==> src/rtl/multicycle_ctrl_fsm.sv <==
// Multicycle MIPS-subset control FSM: registered Moore controls, mem_ready-qualified write strobes.
// Optional macro CTRL_ILLEGAL_TRAP_EN: undecoded instructions halt and raise illegal_op.
module multicycle_ctrl_fsm #(
  parameter int CNT_WIDTH = 32
) (
  input  logic                 clk,
  input  logic                 reset,
  input  logic [5:0]           opcode,
  input  logic [5:0]           funct,
  input  logic                 mem_ready,
  output logic [1:0]           pc_we,
  output logic [1:0]           pc_src,
  output logic                 ir_we,
  output logic                 mem_re,
  output logic                 mem_we,
  output logic                 iord,
  output logic                 reg_we,
  output logic [1:0]           reg_dst,
  output logic [1:0]           mem_to_reg,
  output logic                 alu_src_a,
  output logic [1:0]           alu_src_b,
  output logic [2:0]           alu_op,
  output logic                 tgt_we,
  output logic [CNT_WIDTH-1:0] instr_count
`ifdef CTRL_ILLEGAL_TRAP_EN
  ,
  output logic                 illegal_op
`endif
);

  typedef enum logic [3:0] {
    S_FETCH,
    S_DECODE,
    S_EXEC_R,
    S_WB_R,
    S_EXEC_I,
    S_WB_I,
    S_MEM_ADDR,
    S_MEM_READ,
    S_MEM_WB,
    S_MEM_WRITE,
    S_BRANCH,
    S_JUMP,
    S_JR,
    S_JAL,
    S_HALT
  } state_e;

  localparam logic [2:0] ALU_ADD = 3'd0;
  localparam logic [2:0] ALU_SUB = 3'd1;
  localparam logic [2:0] ALU_XOR = 3'd2;
  localparam logic [2:0] ALU_SLT = 3'd3;
  localparam logic [2:0] ALU_NEQ = 3'd4;
  localparam logic [2:0] ALU_EQ  = 3'd5;

  // fetch_req / wr_req mark states whose write strobes complete on mem_ready.
  typedef struct packed {
    logic [1:0] pc_we;
    logic [1:0] pc_src;
    logic       mem_re;
    logic       iord;
    logic       reg_we;
    logic [1:0] reg_dst;
    logic [1:0] mem_to_reg;
    logic       alu_src_a;
    logic [1:0] alu_src_b;
    logic [2:0] alu_op;
    logic       tgt_we;
    logic       fetch_req;
    logic       wr_req;
  } ctrl_t;

  state_e               state_q, state_d;
  ctrl_t                ctrl_q, ctrl_d;
  logic [CNT_WIDTH-1:0] cnt_q, cnt_d;
  logic                 retire;

  // S_HALT doubles as the "undecoded" marker returned by the dispatcher.
  function automatic state_e dispatch(input logic [5:0] op, input logic [5:0] fn);
    state_e s;
    s = S_HALT;
    case (op)
      6'h00: begin
        if (fn == 6'h20 || fn == 6'h22 || fn == 6'h2A) s = S_EXEC_R;
        else if (fn == 6'h08) s = S_JR;
      end
      6'h23, 6'h2B: s = S_MEM_ADDR;
      6'h08, 6'h0E: s = S_EXEC_I;
      6'h04, 6'h05: s = S_BRANCH;
      6'h02:        s = S_JUMP;
      6'h03:        s = S_JAL;
      default:      s = S_HALT;
    endcase
    return s;
  endfunction

  function automatic ctrl_t ctrl_for(input state_e s, input logic [5:0] op,
                                     input logic [5:0] fn);
    ctrl_t c;
    c = '0;
    case (s)
      S_FETCH: begin
        c.mem_re    = 1'b1;
        c.alu_src_b = 2'd1;
        c.alu_op    = ALU_ADD;
        c.fetch_req = 1'b1;
      end
      S_DECODE: begin
        c.alu_src_b = 2'd3;
        c.alu_op    = ALU_ADD;
        c.tgt_we    = 1'b1;
      end
      S_EXEC_R: begin
        c.alu_src_a = 1'b1;
        c.alu_src_b = 2'd0;
        c.alu_op    = (fn == 6'h22) ? ALU_SUB : (fn == 6'h2A) ? ALU_SLT : ALU_ADD;
      end
      S_WB_R: begin
        c.reg_we  = 1'b1;
        c.reg_dst = 2'd1;
      end
      S_EXEC_I: begin
        c.alu_src_a = 1'b1;
        c.alu_src_b = 2'd2;
        c.alu_op    = (op == 6'h0E) ? ALU_XOR : ALU_ADD;
      end
      S_WB_I: c.reg_we = 1'b1;
      S_MEM_ADDR: begin
        c.alu_src_a = 1'b1;
        c.alu_src_b = 2'd2;
        c.alu_op    = ALU_ADD;
      end
      S_MEM_READ: begin
        c.mem_re = 1'b1;
        c.iord   = 1'b1;
      end
      S_MEM_WB: begin
        c.reg_we     = 1'b1;
        c.mem_to_reg = 2'd1;
      end
      S_MEM_WRITE: begin
        c.iord   = 1'b1;
        c.wr_req = 1'b1;
      end
      S_BRANCH: begin
        c.alu_src_a = 1'b1;
        c.alu_src_b = 2'd0;
        c.alu_op    = (op == 6'h05) ? ALU_NEQ : ALU_EQ;
        c.pc_we     = 2'd2;
        c.pc_src    = 2'd3;
      end
      S_JUMP: begin
        c.pc_we  = 2'd1;
        c.pc_src = 2'd2;
      end
      S_JR: begin
        c.pc_we  = 2'd1;
        c.pc_src = 2'd1;
      end
      S_JAL: begin
        c.pc_we      = 2'd1;
        c.pc_src     = 2'd2;
        c.reg_we     = 1'b1;
        c.reg_dst    = 2'd2;
        c.mem_to_reg = 2'd2;
      end
      default: c = '0;
    endcase
    return c;
  endfunction

  // Next state, retire detection; controls are decoded from the next state and registered.
  always_comb begin
    state_d = state_q;
    retire  = 1'b0;
    case (state_q)
      S_FETCH: if (ctrl_q.fetch_req && mem_ready) state_d = S_DECODE;
      S_DECODE: begin
        state_d = dispatch(opcode, funct);
`ifndef CTRL_ILLEGAL_TRAP_EN
        if (state_d == S_HALT) begin
          state_d = S_FETCH;
          retire  = 1'b1;
        end
`endif
      end
      S_EXEC_R:   state_d = S_WB_R;
      S_EXEC_I:   state_d = S_WB_I;
      S_MEM_ADDR: state_d = (opcode == 6'h2B) ? S_MEM_WRITE : S_MEM_READ;
      S_MEM_READ: if (mem_ready) state_d = S_MEM_WB;
      S_MEM_WRITE: begin
        if (mem_ready) begin
          state_d = S_FETCH;
          retire  = 1'b1;
        end
      end
      S_WB_R, S_WB_I, S_MEM_WB, S_BRANCH, S_JUMP, S_JR, S_JAL: begin
        state_d = S_FETCH;
        retire  = 1'b1;
      end
      S_HALT:  state_d = S_HALT;
      default: state_d = S_FETCH;
    endcase
    ctrl_d = ctrl_for(state_d, opcode, funct);
    cnt_d  = retire ? cnt_q + CNT_WIDTH'(1) : cnt_q;
  end

  always_ff @(posedge clk or posedge reset) begin
    if (reset) begin
      state_q <= S_FETCH;
      ctrl_q  <= '0;
      cnt_q   <= '0;
    end else begin
      state_q <= state_d;
      ctrl_q  <= ctrl_d;
      cnt_q   <= cnt_d;
    end
  end

`ifdef CTRL_ILLEGAL_TRAP_EN
  logic illegal_q;

  always_ff @(posedge clk or posedge reset) begin
    if (reset) illegal_q <= 1'b0;
    else       illegal_q <= (state_d == S_HALT);
  end

  assign illegal_op = illegal_q;
`endif

  // Strobes that complete a memory handshake only fire in the cycle mem_ready is high.
  assign ir_we       = ctrl_q.fetch_req & mem_ready;
  assign pc_we       = (ctrl_q.fetch_req & mem_ready) ? 2'd1 : ctrl_q.pc_we;
  assign mem_we      = ctrl_q.wr_req & mem_ready;
  assign pc_src      = ctrl_q.pc_src;
  assign mem_re      = ctrl_q.mem_re;
  assign iord        = ctrl_q.iord;
  assign reg_we      = ctrl_q.reg_we;
  assign reg_dst     = ctrl_q.reg_dst;
  assign mem_to_reg  = ctrl_q.mem_to_reg;
  assign alu_src_a   = ctrl_q.alu_src_a;
  assign alu_src_b   = ctrl_q.alu_src_b;
  assign alu_op      = ctrl_q.alu_op;
  assign tgt_we      = ctrl_q.tgt_we;
  assign instr_count = cnt_q;

endmodule

==> config.mk <==
export PLATFORM = sky130hd
export DESIGN_NAME = multicycle_ctrl_fsm
export DESIGN_NICKNAME = d
export VERILOG_FILES = /design/src/rtl/multicycle_ctrl_fsm.sv
export SDC_FILE = /design/constraint.sdc
export NUM_CORES = 1
export LEC_CHECK = 0
export ABC_AREA = 0
export BUFFER_PORTS_ARGS = -buffer_cell sky130_fd_sc_hd__buf_2
export CORE_MARGIN = 10
export CORE_UTILIZATION = 50
export DETAILED_ROUTE_END_ITERATION = 6
export PLACE_DENSITY_LB_ADDON = 0.2
export SLEW_MARGIN = 20
export SYNTH_ARGS = -nofsm -noshare
export SYNTH_HDL_FRONTEND = slang
export SYNTH_SLANG_ARGS = --single-unit
==> constraint.sdc <==
create_clock -name clk -period 3.47 [get_ports clk]
set_input_delay 0.1735 -clock clk [delete_from_list [all_inputs] [get_ports clk]]
set_output_delay 0.1735 -clock clk [all_outputs]
set_load 0.02 [all_outputs]
==> impl_summary.md <==
Outcome
The flow ran to the end, and the final reports show no timing, DRC or antenna violations.

Worst setup path
The signal on the critical path passes through or2_2 > nor3b_2 > o31ai_1 > a31o_1 > a2111oi_0 > o21ba_2. Tracing the worst setup path back leads to its startpoint at state_q[3]$_DFF_PP0_. Broken down by cell family, the worst path's largest delay share belongs to compound AO/OA/AOI/OAI gates. In this run the worst path has a maximum fanout of 13. The critical path launch point type is a flip-flop.

The slowest stage of the critical path belongs to the cell sky130_fd_sc_hd__dfrtp_1. The class of the most critical setup path is flip-flop to flip-flop. The number of buffers and inverters on the critical path is 0.

For this run, the slowest stage of the critical path takes 0.51 ns. In this run the critical register-to-register path is launched from state_q[3]$_DFF_PP0_. The worst setup path is captured at a flip-flop. The data arrival time at the worst-slack endpoint is about 2.6 ns. At the worst endpoint, the required time is between 3 and 4 ns.

Power and ir drop
For this design the ratio of total power to cell area is 694 nW/µm². The worst ir drop on vdd is between 0.4 and 0.5 mV. The analysis attributes to cell leakage a power of 1.42 nW.

Finish
Leaving out fill and tap cells, the most frequent cell in the layout is sky130_fd_sc_hd__buf_2. Cells fill 58.5% of the core in the end. The layout cell share with drive strength beyond 1 is between 20% and 30%. In the layout the commonest cells are 66 x sky130_fd_sc_hd__buf_2, 55 x sky130_fd_sc_hd__dfrtp_1, 28 x sky130_fd_sc_hd__xor2_1. The number of antenna cells inserted is 0.

The number of nets in the layout is 375. The number of flip-flops under the largest register name is 32. The area growth from synthesis to layout is 14.1%.

Clocking
The post-CTS repair timing setup buffer count is 0. Gates resized during post-CTS repair numbered 0. The buffer depth of the longest clock path is 2. The source-to-sink clock delay at the later pin of the worst-skew pair is 0.30 ns.

The clock-pin slew reported for the worst setup and hold paths after clock tree synthesis is ~0.10 ns. The number of clock sinks is 55. The tree is rooted in a sky130_fd_sc_hd__clkbuf_8. The H-tree was split into 2 levels.

The number of clock buffers added by TritonCTS is 5. TritonCTS built the clock tree. For this design, the CTS-stage hold fixing added 0 buffers.

Synth
The sequential fraction of the synthesis area is 45.4%. The average footprint of a synthesized cell is 9.91 µm². The Yosys step of the flow raised 0 warnings. The fraction of post-synthesis cell area in the top cell type by area is 45.4%. The library cell with the largest summed area after synthesis is sky130_fd_sc_hd__dfrtp_1.

Counting every net in the synthesized netlist gives approximately 320. In the synthesized netlist the dominant register cell turns out to be sky130_fd_sc_hd__dfrtp_1. By area the synthesized netlist is led by sky130_fd_sc_hd__dfrtp_1 45%, sky130_fd_sc_hd__xor2_1 8.1%, sky130_fd_sc_hd__buf_4 3.2%. Yosys mapped a number of flops with a built-in enable equal to 0.

The instance count of the mapped netlist is 306. The count of state elements after synthesis is 55. The post-synthesis instance area is approximately 3000 µm².

The number of distinct library cells after synthesis is 61. After synthesis, the share of flip-flops with an asynchronous set or reset is between 90% and 100%.

STA
Setup repair after global routing left no endpoint under its margin. The tightest slew margin relative to the limit is 40.4%. Across the routed clock network, the largest skew measured is 0.0120 ns. The final max-slew violation count came to 0.

At the pin with the least slew margin, the transition time is between 0.8 and 0.9 ns. Setup violations remaining at the end of the flow were counted as 0. The minimum clock period after layout is 2.38 ns. For the final routed database, the setup TNS stands at 0 ns.

Based on the critical path, the design can be clocked at up to ~420 MHz. The hold violation count in the final report is 0. The final clock period utilization by the worst path is 68.6%.

Global routing
The total overflow left after global routing is 0. The maximum number of pins on one net before global-route repair is 46. The number of global-route vias before repair is 2376. The first global-routing pass estimated around 12000 µm of wire. Global routing consumed, over all layers together, 14.5% of the routing resources. The number of antenna violations at the first check in global routing is 0.

Min path
The path class of the tightest hold or removal check is primary input to async pin.

Drt
The number of violations reported at the end of detailed-routing iteration 0 is 127. For this run, design rule violations remaining after detail routing come to 0. The detailed-route via count is around 2400. The pre-antenna-repair detailed-routing pass consisted of 4 iterations. After detailed routing, the total wire length is approximately 6900 µm.

The number of nets still failing antenna checks after routing is 0. The number of vias per cell is 5.57. The average detailed-routed wire length per instance is 16.0 µm.

Floorplanning
The number of top-level pins is 67. Measured along the x axis, the die boundary spans 97.9 µm. The area enclosed by the die boundary is 9580 µm².

Measured along the y axis, the die boundary spans 97.9 µm. After floorplanning, the core was divided into 28 placement rows. Once the floorplan was initialized, standard cells occupied 51.2% of the core.

The floorplan step defined a core boundary enclosing 5920 µm².

Place
The count of buffers added on input and output ports is 66. At the end of routability-driven placement, the weighted congestion stood at 0.859. The wire-length estimate of the detail-placed layout is around 5200 µm.

Job
The max-cap check violation count is 0.
==> area by class of cell <==
class                           instances  area, µm²
Fill cell                             537       2460
Multi-Input combinational cell        218       1480
Sequential cell                        55       1380
Timing Repair Buffer                   69        353
Tap cell                               75       93.8
Clock buffer                            6       82.6
Clock inverter                          2       38.8
Inverter                               10       37.5
==> power by group <==
group | switching (mW) | internal, mW
logic | 0.647 | 0.337
registers | 0.184 | 0.789
clock network | 0.205 | 0.238
==> Yosys cell counts (all sizes together), types with 5 or more instances <==
library cell and n:
xor2 28, nor4 8, nor2 20, nand2 21
clkbuf 6, inv 10, nor3 19, o21ai 8
or3 5, buf 17, nor3b 5, nand3 16
and2 5, nor2b 5, nand4 10, dfrtp 55
a21oi 8
==> through the flow <==
| step | setup slack, ns | total power, mW | hold slack (ns) | cell area, µm² | std cells |
|---|---|---|---|---|---|
| 4_1_cts | 1.09 | 2.43 | 0.0838 | 3460 | 435 |
| 3_5_place_dp | 1.12 | 1.98 | 0.422 | 3340 | 427 |
| 3_3_place_gp | 1.20 | 1.97 | 0.424 | 3340 | 427 |
| 6_report | 1.09 | 2.40 | 0.0629 | 3460 | 435 |
| 5_1_grt | 0.817 | 2.58 | 0.152 | 3460 | 435 |
| 2_1_floorplan | 1.33 | 1.70 | 0.282 | 3030 | 306 |
==> logic make-up (layout without fill, tap and decap cells) <==
kind of cell / Yosys count / count (layout) / synth area share [%]
compound gates: 48 / 48 / 12.4
xor+xnor: 31 / 31 / 8.95
fa+ha+maj: 1 / 1 / 0.412
buf+inv: 33 / 87 / 5.86
flops: 55 / 55 / 45.4
mux: 3 / 3 / 1.03
simple gates: 135 / 135 / 26.0
==> path summary, 6_finish.rpt <==
path,to,slack [ns],cells after the start
hold / removal,ctrl_q[19]$_DFF_PP0_,0.06,2
max in group asynchronous,instr_count[29]$_DFFE_PP0P_,2.72,3
setup reg to reg,alu_op[1]$_DFF_PP0_,1.09,6
hold reg to reg,instr_count[8]$_DFFE_PP0P_,0.48,1
setup / recovery,alu_op[1]$_DFF_PP0_,1.09,6
min in group clk,iord$_DFF_PP0_,0.17,2
==> per-layer routing <==
layer  routed length [µm]  vias to the layer above  global-route usage [%]
li1                     -                     1198                       -
met1                 3330                     1147                    20.4
met2                 3020                       73                    21.0
met3                  546                        4                    5.14
met4                   40                        0                    2.80
met5                    0                        -                       0
Note: power is estimated with default switching activity, not from simulation.
